--- src/rtl/pipe_stall_ctrl.sv ---
// rtl/pipe_stall_ctrl.sv - pipeline stall/flush arbiter with data-bus wait FSM
// Optional stall/flush performance counters are enabled by PIPE_STALL_PERF_EN.
module pipe_stall_ctrl #(
    parameter int          BUS_TIMEOUT = 16,
    parameter int          CNT_W       = 5,
    parameter logic [31:0] ERR_VEC     = 32'h0000_0004
) (
    input  logic        clk,
    input  logic        rst,
    input  logic        id_lduse_req_i,
    input  logic        ex_branch_flag_i,
    input  logic [31:0] ex_branch_addr_i,
    input  logic        mem_req_valid_i,
    input  logic        mem_req_ready_i,
    output logic [2:0]  stalled,
    output logic        flush_o,
    output logic [31:0] flush_addr_o,
    output logic        bus_wait_o,
    output logic        bus_err_o,
    output logic [31:0] perf_stall_cnt_o,
    output logic [31:0] perf_flush_cnt_o
);

    typedef enum logic [1:0] {
        S_IDLE     = 2'd0,
        S_BUS_WAIT = 2'd1,
        S_BUS_ERR  = 2'd2
    } state_t;

    localparam logic [CNT_W-1:0] CNT_LAST = CNT_W'(BUS_TIMEOUT - 1);

    state_t           state_q, state_d;
    logic [CNT_W-1:0] cnt_q, cnt_d;
    logic [2:0]       stall_d;
    logic             flush_d;
    logic [31:0]      addr_d;

    always_comb begin
        state_d = state_q;
        cnt_d   = cnt_q;
        stall_d = 3'b000;
        flush_d = 1'b0;
        addr_d  = 32'h0;
        case (state_q)
            S_IDLE: begin
                if (mem_req_valid_i && !mem_req_ready_i) begin
                    stall_d = 3'b110;
                    state_d = S_BUS_WAIT;
                    cnt_d   = CNT_W'(1);
                end else if (ex_branch_flag_i) begin
                    flush_d = 1'b1;
                    addr_d  = ex_branch_addr_i;
                end else if (id_lduse_req_i) begin
                    stall_d = 3'b011;
                end
            end
            S_BUS_WAIT: begin
                // A dropped request is an abort and releases the pipe like a completion.
                if (!mem_req_valid_i || mem_req_ready_i) begin
                    state_d = S_IDLE;
                    cnt_d   = '0;
                end else begin
                    stall_d = 3'b110;
                    if (cnt_q == CNT_LAST) begin
                        state_d = S_BUS_ERR;
                    end else begin
                        cnt_d = cnt_q + CNT_W'(1);
                    end
                end
            end
            S_BUS_ERR: begin
                stall_d = 3'b001;
                flush_d = 1'b1;
                addr_d  = ERR_VEC;
                state_d = S_IDLE;
                cnt_d   = '0;
            end
            default: begin
                state_d = S_IDLE;
                cnt_d   = '0;
            end
        endcase
    end

    always_ff @(posedge clk) begin
        if (rst) begin
            state_q   <= S_IDLE;
            cnt_q     <= '0;
            bus_err_o <= 1'b0;
        end else begin
            state_q   <= state_d;
            cnt_q     <= cnt_d;
            bus_err_o <= (state_d == S_BUS_ERR);
        end
    end

    assign stalled      = rst ? 3'b000 : stall_d;
    assign flush_o      = rst ? 1'b0 : flush_d;
    assign flush_addr_o = rst ? 32'h0 : addr_d;
    assign bus_wait_o   = (state_q == S_BUS_WAIT);

`ifdef PIPE_STALL_PERF_EN
    logic [31:0] perf_stall_q, perf_flush_q;

    always_ff @(posedge clk) begin
        if (rst) begin
            perf_stall_q <= 32'h0;
            perf_flush_q <= 32'h0;
        end else begin
            if (stalled != 3'b000) perf_stall_q <= perf_stall_q + 32'h1;
            if (flush_o)           perf_flush_q <= perf_flush_q + 32'h1;
        end
    end

    assign perf_stall_cnt_o = perf_stall_q;
    assign perf_flush_cnt_o = perf_flush_q;
`else
    assign perf_stall_cnt_o = 32'h0;
    assign perf_flush_cnt_o = 32'h0;
`endif

endmodule
--- config.mk ---
export PLATFORM = sky130hd
export DESIGN_NAME = pipe_stall_ctrl
export DESIGN_NICKNAME = d
export VERILOG_FILES = /design/src/rtl/pipe_stall_ctrl.sv
export SDC_FILE = /design/constraint.sdc
export NUM_CORES = 1
export LEC_CHECK = 0
export CAP_MARGIN = 20
export CELL_PAD_IN_SITES_DETAIL_PLACEMENT = 1
export CELL_PAD_IN_SITES_GLOBAL_PLACEMENT = 1
export CORE_ASPECT_RATIO = 0.75
export CORE_MARGIN = 2
export CORE_UTILIZATION = 18
export DETAILED_ROUTE_END_ITERATION = 10
export GPL_ROUTABILITY_DRIVEN = 0
export PLACE_DENSITY_LB_ADDON = 0.1
export SYNTH_ARGS = -nofsm -noshare
export SYNTH_HDL_FRONTEND = slang
export SYNTH_SLANG_ARGS = --single-unit
--- constraint.sdc ---
create_clock -name clk -period 4.2 [get_ports clk]
set_clock_uncertainty 0.15 [all_clocks]
set_input_delay 0.84 -clock clk [delete_from_list [all_inputs] [get_ports clk]]
set_output_delay 0.84 -clock clk [all_outputs]
set_load 0.005 [all_outputs]
==> flow_metrics.tcl, run 1 <==
set metrics [dict create \
    r2r_setup_slack_ns 2.19 \
    hold_violations 0 \
    synth.avg_cell_area_um2 7.75 \
    cts_tree "yes" \
    drt_iter0_drc 34 \
    vdd_drop_max_mv 0.0751 \
    ys_seq_area_frac 0.131 \
    crit_top_cell "clkdlybuf4s50_1" \
    portBuffers 75 \
    arrival_ns 2.75 \
    numPlacedInstances 313 \
    nets 274 \
    grt_setup_unrepaired "false" \
    num_io_pins 140 \
    grt_pass1_wl_um 5130 \
    switching_share 0.274 \
    path_max_fanout 31 \
    drive_gt1_frac 0.121 \
    antenna_found_initial 0 \
    power.share.combinational 0.375 \
    setup_viol 0 \
    start_kind "primary input" \
    cts.sinks 8 \
    synth.distinct_cells 27 \
    status "finished clean" \
    synthSimpleGateAreaFrac 0.339 \
    hold_path_class "reg -> reg" \
    synth_fa_ha_area_frac 0.0204 \
    fill_cells 818 \
    pwr-share-clk 0.343 \
    dieArea_um2 7490 \
    min_period_ns 3.74 \
    grt_pass1_vias 951 \
    antenna_left 0 \
    final.setup.tns_ns 0 \
    path_cells "clkdlybuf4s50_1, and2b_1, nor4_4, buf_12, and2_1, clkdlybuf4s50_1" \
    p_leak_nw 0.805 \
    antennaDiodeCount 0 \
    synth_mux_area_frac 0.00919 \
    startpoint "mem_req_ready_i" \
    criticalPathCategory "in -> out" \
    num_rows 26 \
    routed_wl_um 3630 \
    viasPerCell 3.41 \
    internal_power_mw 0.205 \
    min-delay-start "cnt_q[4]" \
    wire_per_inst_um 11.5 \
    required_ns 3.21 \
    post-dp-hpwl_um 3070 \
    synth_top_family_by_area "buffers and inverters" \
    path_clk_slew_ns 0.05 \
    cts_buffers 3 \
    clock_path_buffers 2 \
    synth-compound-area-share 0.0531 \
    grt_remaining_overflow 0 \
    worst_setup_path_end_kind "output pin" \
    seq_power_share 0.282 \
    slowest_stage "clkdlybuf4s50_1" \
    fin_crit_sh 0.891 \
    synth_seq_cells 8 \
    htree_num_levels 1 \
    instances_no_fill 316 \
    firstDrtPassIters 4 \
    holdBufCountCts 0 \
    cts_setup_buffers 0 \
    synth_xor_area_frac 0 \
    reg2reg_from "cnt_q[0]" \
    synth_warnings 0 \
    netlist_area_um2 1220 \
    core_area_um2 6700 \
    die_h_um 75.4 \
    p_switching_mw 0.0772 \
    maxCapViolations 0 \
    synth_cells 158 \
    grt_usage 0.0877 \
    initial_utilization 0.183 \
    cts-root-buf "clkbuf_8" \
    dr_total_vias 1078 \
    clk_latency_ns 0.24 \
    power.density_nw_per_um2 152 \
    die_w_um 99.3 \
    grt_max_degree 32 \
    area.growth.synth_to_final_pct 51.3 \
    drcViolationCount 0 \
    cts_resized 0 \
    cpPeakStageDelay_ns 0.52 \
    finalMaxSlewViolations 0 \
    max_freq_ghz 0.267 \
]
## stage by stage
step                      cell area [um^2]  hold slack (ns)  total power [mW]  setup slack (ns)   util
final                                 1850            0.325             0.282             0.456  0.277
after floorplan                       1460            0.299             0.165              1.50      -
after global placement                1810            0.324             0.187             0.450  0.270
after CTS                             1850            0.335             0.287             0.443  0.277
after global routing                  1850            0.356             0.305             0.356  0.277
after detailed placement              1810            0.332             0.186             0.458  0.270
## power by group through the flow
stage / logic, mW / clock network (mW) / registers (mW)
2_1_floorplan: 0.0855 / 0 / 0.0792
3_3_place_gp: 0.106 / 0 / 0.0808
3_5_place_dp: 0.106 / 0 / 0.0807
4_1_cts: 0.106 / 0.102 / 0.0794
5_1_grt: 0.118 / 0.107 / 0.0797
6_report: 0.106 / 0.0966 / 0.0794
## layout make-up
| cell class | instances | area, um^2 | area share |
|---|---|---|---|
| timing repair buffer | 77 | 778 | 0.420 |
| multi-input combinational | 141 | 757 | 0.409 |
| sequential | 8 | 160 | 0.0864 |
| tap | 84 | 105 | 0.0567 |
| clock buffer | 3 | 41.3 | 0.0223 |
| inverter | 3 | 11.3 | 0.00608 |
## synthesized netlist by cell type
master	number	area (um^2)
nor2_1	3	11.3
a31oi_1	4	25.0
nand2_1	5	18.8
and2b_1	1	7.51
o32ai_1	1	8.76
nand2b_1	3	18.8
dfxtp_1	8	160
ha_1	2	25.0
nor4_4	1	21.3
nor3_1	3	15.0
or3_1	2	12.5
inv_1	3	11.3
conb_1	1	3.75
mux2_2	1	11.3
buf_4	65	488
and3_1	4	25.0
buf_6	4	45.0
a21oi_1	3	15.0
and2_1	10	62.6
or2_1	1	6.26
nand4b_1	1	8.76
o21ai_0	2	10.0
nand3_1	5	25.0
o22ai_1	1	6.26
nand3b_1	1	7.51
and2_2	21	158
and3b_1	2	17.5
## registers in the layout, summed over array words and instances, names as in the netlist
| signal | cells |
|---|---|
| cnt_q | 5 |
| state_q | 2 |
| bus_err_o | 1 |
## critical path: cells and delay by family
family	cells	cell delay, ns
buf+inv	3	1.23
simple gates	3	0.67
## placed cells by master, fill, tap and decap left out
master / netlist / final
and2b_1: 1 / 1
nand3b_1: 1 / 1
nor3_1: 3 / 3
and3_1: 4 / 4
clkdlybuf4s50_1: 0 / 75
nand2_1: 5 / 5
and3b_1: 2 / 2
nand2b_1: 3 / 3
o22ai_1: 1 / 1
or3_1: 2 / 2
nand3_1: 5 / 5
ha_1: 2 / 2
o21ai_0: 2 / 2
conb_1: 1 / 64
buf_4: 65 / 1
buf_12: 0 / 1
or2_1: 1 / 1
and2_2: 21 / 21
clkbuf_8: 0 / 3
mux2_2: 1 / 1
nand4b_1: 1 / 1
inv_1: 3 / 3
nor2_1: 3 / 3
and2_1: 10 / 10
o32ai_1: 1 / 1
a31oi_1: 4 / 4
a21oi_1: 3 / 3
dfxtp_1: 8 / 8
nor4_4: 1 / 1
## cell families after synthesis
logic type / Yosys count
buffers and inverters: 72
adder cells (fa/ha/maj): 2
AO/OA/AOI/OAI: 11
multiplexers: 1
flip-flops: 8
other: 1
AND/OR/NAND/NOR: 63
## final timing paths
kind,cells past startpoint,endpoint
worst min-delay path,2,cnt_q[4]
worst max register to register,6,cnt_q[3]
worst max-delay path,6,flush_addr_o[4]
worst min register to register,2,cnt_q[4]
## routing by layer
| layer | global-route usage | part of all wire | vias up |
|---|---|---|---|
| met5 | 0 | 0 | - |
| met4 | 0.0228 | 0.0074 | 0 |
| li1 | - | - | 531 |
| met2 | 0.136 | 0.43 | 78 |
| met1 | 0.119 | 0.46 | 465 |
| met3 | 0.0284 | 0.10 | 4 |
(Power assumes the default switching activity.)
==> run 2: changes to the inputs <==
Settings changed: CORE_UTILIZATION 18 to 19, CTS_BUF_LIST from default to sky130_fd_sc_hd__clkbuf_8.
==> run 2 against run 1 <==
Via count up 1.9%. Core utilization is 1.8 points higher. Worst setup slack lost 0.0063 ns. Final cell count down 1.3%. Clock power fell by 4.0%. Worst hold slack got worse by 0.0027 ns. Wire length is 2.7% lower. Combinational power hardly changed. Critical path depth unchanged.
==> flow_metrics.tcl, run 2 (synthesized netlist as in run 1, its figures left out) <==
set metrics [dict create \
    cts.sinks 8 \
    numPlacedInstances 309 \
    antenna_found_initial 0 \
    die_h_um 73.5 \
    min_period_ns 3.75 \
    path_clk_slew_ns 0.04 \
    firstDrtPassIters 4 \
    hold_violations 0 \
    grt_remaining_overflow 0 \
    core_area_um2 6260 \
    whs_ns 0.322 \
    dpl_worst_slack_ns 0.431 \
    num_io_pins 140 \
    vdd_drop_max_mv 0.0605 \
    p_leak_nw 0.800 \
    htree_num_levels 1 \
    hold_path_class "reg -> reg" \
    final.setup.tns_ns 0 \
    holdPathStages 2 \
    initial_utilization 0.196 \
    r2r_setup_slack_ns 2.24 \
    path_max_fanout 31 \
    criticalPathCategory "in -> out" \
    setup_viol 0 \
    portBuffers 75 \
    cts_resized 0 \
    drt_iter0_drc 15 \
    clock_path_buffers 2 \
    cts_tree "yes" \
    arrival_ns 2.76 \
    grt_usage 0.0895 \
    cts_buffers 3 \
    min_to "cnt_q[4]" \
    grt_pass1_vias 936 \
    post-dp-hpwl_um 3060 \
    viasPerCell 3.52 \
    largest-register "cnt_q" \
    biggestRegsByFlops "cnt_q x5, state_q x2, bus_err_o x1" \
    wire_per_inst_um 11.3 \
    fin_ws_ns 0.450 \
    layout_commonest_cell "clkdlybuf4s50_1" \
    internal_power_mw 0.204 \
    drive_gt1_frac 0.117 \
    num_rows 25 \
    grt_pass1_wl_um 5130 \
    antennaDiodeCount 0 \
    finalMaxSlewViolations 0 \
    area.growth.synth_to_final_pct 50.4 \
    status "finished clean" \
    nets 273 \
    grt_setup_unrepaired "false" \
    r2r_end "cnt_q[3]" \
    start_kind "primary input" \
    final_cell_mix "clkdlybuf4s50_1 (75), conb_1 (64), and2_2 (21)" \
    pwr-share-clk 0.334 \
    grt_max_degree 32 \
    clk_latency_ns 0.23 \
    antenna_left 0 \
    dr_total_vias 1099 \
    die_w_um 96.7 \
    rr_worst_depth 6 \
    dieArea_um2 7110 \
    power.density_nw_per_um2 150 \
    multi_input_area_um2 757 \
    fin_crit_sh 0.893 \
    holdBufCountCts 0 \
    min-delay-start "cnt_q[4]" \
    reg2reg_from "cnt_q[0]" \
    required_ns 3.21 \
    largest_register_ffs 5 \
    fill_cells 773 \
    drcViolationCount 0 \
    routed_wl_um 3530 \
    startpoint "rst" \
    cts-root-buf "clkbuf_8" \
    max_freq_ghz 0.267 \
    register_area_um2 160 \
    maxCapViolations 0 \
    seq_power_share 0.286 \
    power.share.combinational 0.379 \
    p_switching_mw 0.0735 \
    switching_share 0.265 \
    instances_no_fill 312 \
    worst_setup_path_end_kind "output pin" \
    cts_setup_buffers 0 \
]
==> run 2: cell types whose count changed in the layout (fill, tap and decap cells not counted) <==
cell / previous run / this run
buf_4: 1 / 0
==> run 2: final cells by class <==
type                    count  share of cell area
multi-input cells         141               0.411
inverters                   3             0.00611
clock buffers               3              0.0224
repair buffers             76               0.418
flip-flops and latches      8              0.0870
well taps                  81              0.0550
==> run 2: power by group through the flow <==
| stage | Sequential [mW] | Clock [mW] | Combinational [mW] |
|---|---|---|---|
| after floorplan | 0.0792 | 0 | 0.0855 |
| after global placement | 0.0807 | 0 | 0.105 |
| after detailed placement | 0.0806 | 0 | 0.105 |
| after CTS | 0.0793 | 0.0959 | 0.105 |
| after global routing | 0.0796 | 0.0974 | 0.116 |
| final | 0.0794 | 0.0927 | 0.105 |
==> run 2: stage by stage <==
| step | power, mW | cell area (um^2) | utilization |
|---|---|---|---|
| 2_1_floorplan | 0.165 | 1460 | - |
| 3_3_place_gp | 0.186 | 1800 | 0.288 |
| 3_5_place_dp | 0.185 | 1800 | 0.288 |
| 4_1_cts | 0.280 | 1840 | 0.294 |
| 5_1_grt | 0.293 | 1840 | 0.294 |
| 6_report | 0.277 | 1840 | 0.294 |
==> run 2: routing by layer <==
| metal | GRT usage | routed length [um] | share of wire |
|---|---|---|---|
| met1 | 0.115 | 1440 | 0.41 |
| met2 | 0.154 | 1770 | 0.50 |
| met3 | 0.0228 | 318 | 0.090 |
| met4 | 0.0188 | 6 | 0.0017 |
| met5 | 0 | 0 | 0 |
==> run 2: how the worst max path moves through the flow <==
stage | end | slack, ns | cells after the start
2_1_floorplan | flush_addr_o[11] | 1.50 | 5
4_1_cts | flush_addr_o[0] | 0.42 | 6
6_report | flush_addr_o[29] | 0.45 | 6
3_5_place_dp | flush_addr_o[0] | 0.43 | 6
3_3_place_gp | flush_addr_o[29] | 0.45 | 6
5_1_grt | flush_addr_o[5] | 0.33 | 6
==> run 2: critical path, cell delays in order <==
cell and delay, ns:
clkdlybuf4s50_1 0.48, or2_1 0.36, nor4_4 0.22, buf_12 0.20
and2_2 0.15, clkdlybuf4s50_1 0.50
